==> config.mk <==
export PLATFORM = sky130hd
export DESIGN_NAME = alien_formation_mover
export DESIGN_NICKNAME = d
export VERILOG_FILES = /design/src/rtl/alien_formation_mover.sv
export SDC_FILE = /design/constraint.sdc
export NUM_CORES = 1
export LEC_CHECK = 0
export BUFFER_PORTS_ARGS = -buffer_cell sky130_fd_sc_hd__buf_2
export CAP_MARGIN = 20
export CORE_UTILIZATION = 35
export CTS_CLUSTER_DIAMETER = 150
export DETAILED_ROUTE_END_ITERATION = 10
export PLACE_DENSITY = 0.57
export SYNTH_ARGS = -nofsm -noshare
export SYNTH_HDL_FRONTEND = slang
export SYNTH_SLANG_ARGS = --single-unit
==> constraint.sdc <==
create_clock -name clk -period 2.39 [get_ports clk]
set_input_delay 0.1195 -clock clk [delete_from_list [all_inputs] [get_ports clk]]
set_output_delay 0.1195 -clock clk [all_outputs]
set_load 0.03 [all_outputs]
==> src/rtl/alien_formation_mover.sv <==
// Motion executor for the alien formation: applies one-hot move commands to the
// formation's top-left coordinates and reports left/right step permissions and landing.
module alien_formation_mover #(
   parameter int unsigned COORD_W     = 10,
   parameter int unsigned X_MIN       = 0,
   parameter int unsigned X_MAX       = 639,
   parameter int unsigned FORMATION_W = 320,
   parameter int unsigned X_START     = 16,
   parameter int unsigned Y_START     = 32,
   parameter int unsigned Y_BOTTOM    = 400,
   parameter int unsigned STEP_X      = 8,
   parameter int unsigned STEP_Y      = 16
) (
   input  logic               clk,
   input  logic               reset,
   input  logic               enable,
   input  logic               restart,
   input  logic [2:0]         Motion,
   output logic               canLeft,
   output logic               canRight,
   output logic [COORD_W-1:0] alienX,
   output logic [COORD_W-1:0] alienY,
   output logic               landed,
   output logic               moved,
   output logic               badMotion,
   output logic [15:0]        moveCount
);

   localparam int unsigned EXT_W = COORD_W + 1;
   localparam int unsigned CNT_W = 16;

   typedef enum logic [2:0] {
      MOT_NONE  = 3'b000,
      MOT_LEFT  = 3'b001,
      MOT_DOWN  = 3'b010,
      MOT_RIGHT = 3'b100
   } motion_e;

   logic [EXT_W-1:0]   x_ext;
   logic [EXT_W-1:0]   right_edge_next;
   logic [EXT_W-1:0]   y_down;
   logic [COORD_W-1:0] x_nxt;
   logic [COORD_W-1:0] y_nxt;
   logic               landed_nxt;
   logic               step;
   logic               bad_nxt;
   logic [CNT_W-1:0]   cnt_nxt;
   logic               at_start;

   // Bound checks in one extra bit so neither edge can wrap; driven only by registered state.
   assign x_ext           = EXT_W'(alienX);
   assign right_edge_next = x_ext + EXT_W'(FORMATION_W - 1 + STEP_X);
   assign y_down          = EXT_W'(alienY) + EXT_W'(STEP_Y);
   assign canRight        = !landed && (right_edge_next <= EXT_W'(X_MAX));
   assign canLeft         = !landed && (x_ext >= EXT_W'(X_MIN + STEP_X));
   assign at_start        = (alienX == COORD_W'(X_START)) && (alienY == COORD_W'(Y_START));

   // Decode one move tick into next position, landing and pulse flags.
   always_comb begin
      x_nxt      = alienX;
      y_nxt      = alienY;
      landed_nxt = landed;
      step       = 1'b0;
      bad_nxt    = 1'b0;
      if (enable && !landed) begin
         case (Motion)
            MOT_RIGHT: begin
               if (canRight) begin
                  x_nxt = alienX + COORD_W'(STEP_X);
                  step  = 1'b1;
               end
            end
            MOT_LEFT: begin
               if (canLeft) begin
                  x_nxt = alienX - COORD_W'(STEP_X);
                  step  = 1'b1;
               end
            end
            MOT_DOWN: begin
               step = 1'b1;
               if (y_down >= EXT_W'(Y_BOTTOM)) begin
                  y_nxt      = COORD_W'(Y_BOTTOM);
                  landed_nxt = 1'b1;
               end else begin
                  y_nxt = y_down[COORD_W-1:0];
               end
            end
            MOT_NONE: begin
            end
            default: bad_nxt = 1'b1;
         endcase
      end
      cnt_nxt = (step && (moveCount != {CNT_W{1'b1}})) ? moveCount + CNT_W'(1) : moveCount;
   end

   // State update: reset > restart > move tick > hold.
   always_ff @(posedge clk) begin
      if (!reset) begin
         alienX    <= COORD_W'(X_START);
         alienY    <= COORD_W'(Y_START);
         landed    <= 1'b0;
         moved     <= 1'b0;
         badMotion <= 1'b0;
         moveCount <= '0;
      end else if (restart) begin
         alienX    <= COORD_W'(X_START);
         alienY    <= COORD_W'(Y_START);
         landed    <= 1'b0;
         moved     <= !at_start;
         badMotion <= 1'b0;
         moveCount <= '0;
      end else begin
         alienX    <= x_nxt;
         alienY    <= y_nxt;
         landed    <= landed_nxt;
         moved     <= step;
         badMotion <= bad_nxt;
         moveCount <= cnt_nxt;
      end
   end

endmodule
Yosys cells after proc, flatten, opt, wreduce, memory -nomap -nowiden
Cells that the tools add are included.

Register bits after elaboration: 39. Latch bits: 0. Bits in writable memories: 0. Bits in read-only memories: 0. Bits of input ports: 7. Output and inout port bits: 41. Word-level logic and storage cells: 49. Memories kept: 0.

Add/subtract/negate cells: 5. $mul: 0. Divide/modulo/power cells: 0. Magnitude comparators: 3. Eq/ne operators: 8. Shift operators: 0. Muxes and demuxes: 10. Bitwise operators: 2. Reductions and logical operators: 15.

Operators with widths (count): 10-bit 2-to-1 mux (3); 10-bit one-hot mux with 2 select lines (1); 16-bit by 1-bit adder with 16-bit output (second input constant) (1); 16-bit inequality test (second input constant) (1); 10-bit by 5-bit adder with 11-bit output (second input constant) (1); 10-bit by 9-bit adder with 11-bit output (second input constant) (1); 11-bit by 9-bit >= comparator with 1-bit output (second input constant) (1); 11-bit by 10-bit <= comparator with 1-bit output (second input constant) (1); 10-bit by 4-bit adder with 10-bit output (second input constant) (1); 10-bit by 5-bit equality test with 1-bit output (second input constant) (1); 10-bit by 6-bit equality test with 1-bit output (second input constant) (1); 10-bit by 4-bit >= comparator with 1-bit output (second input constant) (1); 10-bit by 4-bit subtractor with 10-bit output (second input constant) (1); 1-bit logical AND (5); 1-bit 2-to-1 mux (5); 2-bit inequality test (second input constant) (2); 4-bit AND reduction (1); 4-bit OR reduction (1); 3-bit by 1-bit equality test with 1-bit output (second input constant) (1); 3-bit by 2-bit equality test with 1-bit output (second input constant) (1); 3-bit equality test (second input constant) (1); 3-bit zero test (1); 1-bit one-hot mux with 3 select lines (1); 3-bit AND reduction (1); other kinds (6) (8).

Logic depth before layout (Yosys ltp)
Word-level depth: 7. Gate-level depth with buffers: 10. Mapped depth without buffers: 8.

Worst setup path before layout
No wires, ideal clock.

Kind: register -> register. From: reg alienX[7]. To: reg moveCount[1]. Library setup time: 0.070 ns. Arrival: 2.315 ns. Required time: 2.320 ns. Slack: 0.005 ns. Cell stages (with the launch flop): 11. Buffers on the path: 2. Clock period less this slack: 2.385 ns. Cell sequence: dfxtp_1 -> inv_1 -> ha_1 -> inv_1 -> a211o_1 -> a32o_2 -> a21oi_2 -> buf_6 -> buf_6 -> o21ai_0 -> a21oi_1.

Cells in the longest elaborated chain, start to end: 7. Elaborated cells between the ends (all ways): 10. Those cells by class: add/sub (1); order compare (2); mux (4); reduce/logical (3).

Ends and longest elaborated chain: from (decl) (line 21) `output logic [COORD_W-1:0] alienX,`; from (signal assigned) (line 99) `alienX <= COORD_W'(X_START);`; from (signal assigned) (line 106) `alienX <= COORD_W'(X_START);`; from (signal assigned) (line 113) `alienX <= x_nxt;`; 10-bit by 9-bit adder with 11-bit output (line 52) `assign right_edge_next = x_ext + EXT_W'(FORMATION_W - 1 + STEP_X);`; 11-bit by 10-bit <= comparator with 1-bit output (line 54) `assign canRight = !landed && (right_edge_next <= EXT_W'(X_MAX));`; 1-bit logical AND (line 54); 1-bit 2-to-1 mux (line 68) `if (canRight) begin`; 1-bit one-hot mux with 3 select lines * (line 66) `case (Motion)`; 1-bit 2-to-1 mux * (line 65) `if (enable && !landed) begin`; 1-bit logical AND * (line 93) `cnt_nxt = (step && (moveCount != {CNT_W{1'b1}})) ? moveCount + CNT_W'(1) : moveCount;`; to (signal assigned) (line 118) `moveCount <= cnt_nxt;`; to (decl) (line 26) `output logic [15:0] moveCount`.

Mark *: on every way between the ends. The rest lies on a longest branch, timed or not. A chain may end at the register's enable or synchronous reset.

Worst setup path in the final report
From: reg alienX[4]. To: reg moveCount[3].

Same word-level chain as after synthesis.

==> impl_metrics.csv <==
group,metric,value,unit
outcome,outcome,"completed",
synthesis,syn-instance-count,246,
final_layout,areaGrowthSynthToFinish,19.9,%
synthesis,synthSimpleGateAreaFrac,27.7,%
global_routing,grt_pass1_wl,8.89,mm
synthesis,ys_top_cells_by_area,"dfxtp_1, ha_1, nor2_1",
global_routing,grt_max_degree,26,
worst_setup_path,crit_type,"flop to flop",
power,power.density,446,nW/um^2
final_layout,antenna_cells,0,
place,finalWeightedCongestion,0.870,
worst_setup_path,cp-start-kind,"flop",
synthesis,synthXorXnorAreaFrac,4.35,%
cts,cts.sinks,32,
floorplanning,die_h,77.9,um
floorplanning,coreArea,5540,um^2
synthesis,ys_seq_area_share,31.8,%
timing,maxClockFrequency,448,MHz
cts,clock_latency,0.29,ns
final_layout,nNetsFinal,311,
synthesis,synth.most_common_cell,"dfxtp_1",
worst_hold_path,hold_path_class,"input port to flop",
synthesis,synth_edf_count,0,
timing,finalCriticalPeriod,2.23,ns
power,vdd_ir_drop_max,262,uV
route,wirelength,5.18,mm
floorplanning,top_level_ports,48,
global_routing,grt_overflow,0,
worst_setup_path,endpoint_kind,"flop",
synthesis,syn_area_per_cell,8.19,um^2
route,drc,0,
timing,setup_viol,0,
final_layout,fillCellCount,590,
cts,cts.reportedPaths.clkPinSlew,0.07,ns
timing,period_share,93.3,%
cts,root_buffer,"clkbuf_8",
global_routing,antenna_found_initial,0,
timing,fin_setup_tns,0,ns
route,drt_pass1_iterations,4,
floorplanning,die_w,77.9,um
timing,finalMaxSlewViolations,0,
power,total_leakage_power,0.970,nW
worst_setup_path,worst_ep_required_time,2.60,ns
power,finalPower,1.08,mW
global_routing,grt_usage,18.4,%
route,vias,2002,
final_layout,drive_gt1_share,24.1,%
timing,rsz0062_at_grt,"false",
run,maxCapViolations,0,
global_routing,grtUsageMet1,25.2,%
synthesis,ys_ff_latch,32,
global_routing,met2_usage,27.8,%
synthesis,synth_largest_area_cell,"dfxtp_1",
floorplanning,rows,27,
synthesis,netlist_area,2020,um^2
cts,htree_levels,2,
route,drtIter0Drc,120,
timing,finalHoldViolCount,0,
route,viasPerCell,5.46,
route,post_drt_wl_per_cell,14.1,um
global_routing,grt_util_met3,5.53,%
synthesis,synth_ff_type,"dfxtp_1",
synthesis,synth_top_family_by_area,"simple AND/OR/NAND/NOR gates",
cts,cts_buffers,5,
cts,cts_max_path_buffers,2,
cts,post_cts_buffers,0,
final_layout,multi_input_area,1260,um^2
worst_setup_path,crit_arrival,2.44,ns
place,dp_hpwl,3.72,mm
global_routing,grt.busiest_layer,"met2",
synthesis,synth-compound-area-share,21.6,%
floorplanning,start_util,36.4,%
synthesis,yosysUniqueCellTypes,51,
global_routing,grt_pass1_vias,1820,
timing,tightestPinTransition,0.806,ns
final_layout,register_area,643,um^2
route,ant_nets,0,
synthesis,synth-async-reset-ratio,0,%
synthesis,ys_top_cells_by_count,"dfxtp_1, nor2_1, nand3_1",
synthesis,synth_mux_area_share,0.993,%
synthesis,synth_adder_area_share,6.21,%
place,io_buffer_count,40,
floorplanning,fp.dieArea,6070,um^2
timing,clock_skew,0.00564,ns
synthesis,netlist.area_leader.share,31.8,%
timing,slew_headroom,46.2,%
worst_setup_path,cp_max_fo,25,
cts,cts_tree,"done",
synthesis,yosys_warnings,0,
[sequential cells by signal, summed over array words and instances, names as in the netlist]
name	count
moveCount	16
alienX	7
badMotion	1
alienY	6
moved	1
landed	1
[layout make-up]
| cell class | instances | area share (%) |
|---|---|---|
| multi-input combinational | 194 | 52.0 |
| sequential | 32 | 26.6 |
| timing repair buffer | 52 | 12.5 |
| clock buffer | 8 | 3.73 |
| tap | 72 | 3.73 |
| inverter | 9 | 1.40 |
[kinds of logic (layout without fill, tap and decap cells)]
kind of cell	Yosys count	count (layout)
buffers and inverters	26	69
adders and majority gates	10	10
DFF	32	32
xor gates and xnor gates	10	10
other	1	7
muxes	2	2
AOI/OAI and AO/OA	59	59
and+or+nand+nor	106	106
[metrics by stage]
step	hold WS (ns)	worst slack [ns]	instance area, um^2	utilization, %	cells
global placement	0.393	0.162	2320	41.9	359
global route	0.112	0.0117	2420	43.6	367
CTS	0.0849	0.0812	2410	43.5	367
floorplan	0.240	0.00498	2040	-	252
finish	0.0922	0.159	2420	43.6	367
detailed placement	0.395	0.121	2320	41.9	359
[power breakdown]
| group | total, mW | internal (mW) | switching, mW |
|---|---|---|---|
| Clock | 0.434 | 0.235 | 0.199 |
| Sequential | 0.539 | 0.536 | 0.00237 |
| Combinational | 0.104 | 0.0313 | 0.0731 |
| Total | 1.08 | 0.802 | 0.275 |
[final timing paths]
path	from	endpoint	slack (ns)	depth (start not counted)
max	alienX[4]	moveCount[3]	0.16	9
min	reset	moved	0.09	3
max reg2reg	alienX[4]	moveCount[3]	0.16	9
min reg2reg	moveCount[14]	moveCount[14]	0.49	2
[cells in the final DEF (no fill, tap or decap), types with 3 or more instances in the layout]
master and instances:
a31oi_1 4, conb_1 7, clkbuf_8 6, xnor2_1 9
or3_1 6, nor3b_1 3, o21ai_0 15, nand3_1 17
dfxtp_1 30, nor2_1 25, inv_1 8, o41ai_1 4
ha_1 9, buf_4 11, a21oi_1 15, and4_1 3
buf_2 40, nor3_1 6, nand4_1 8, nand2_1 16
or4_1 7, a211oi_1 3, and3_1 6
[timing repair]
| item | in CTS | in global routing |
|---|---|---|
| resized for setup | 0 | 3 |
| endpoints found under the setup margin | 0 | 8 |
| hold buffers | 0 | 0 |
| hold endpoints to repair | 0 | 0 |
[per-layer routing]
metal / share of wire, % / routed length, um
met4: 1.1 / 57
met5: 0 / 0
met3: 6.0 / 311
met1: 49 / 2560
met2: 44 / 2260
[critical path, stage by stage, from the launching register on]
cell     delay [ns]
dfxtp_1        0.31
inv_1          0.07
ha_1           0.12
or4b_1         0.44
nand4_1        0.15
a32o_2         0.18
a21oi_2        0.07
buf_12         0.17
or4_1          0.50
a21oi_1        0.14
(Power assumes the default switching activity.)
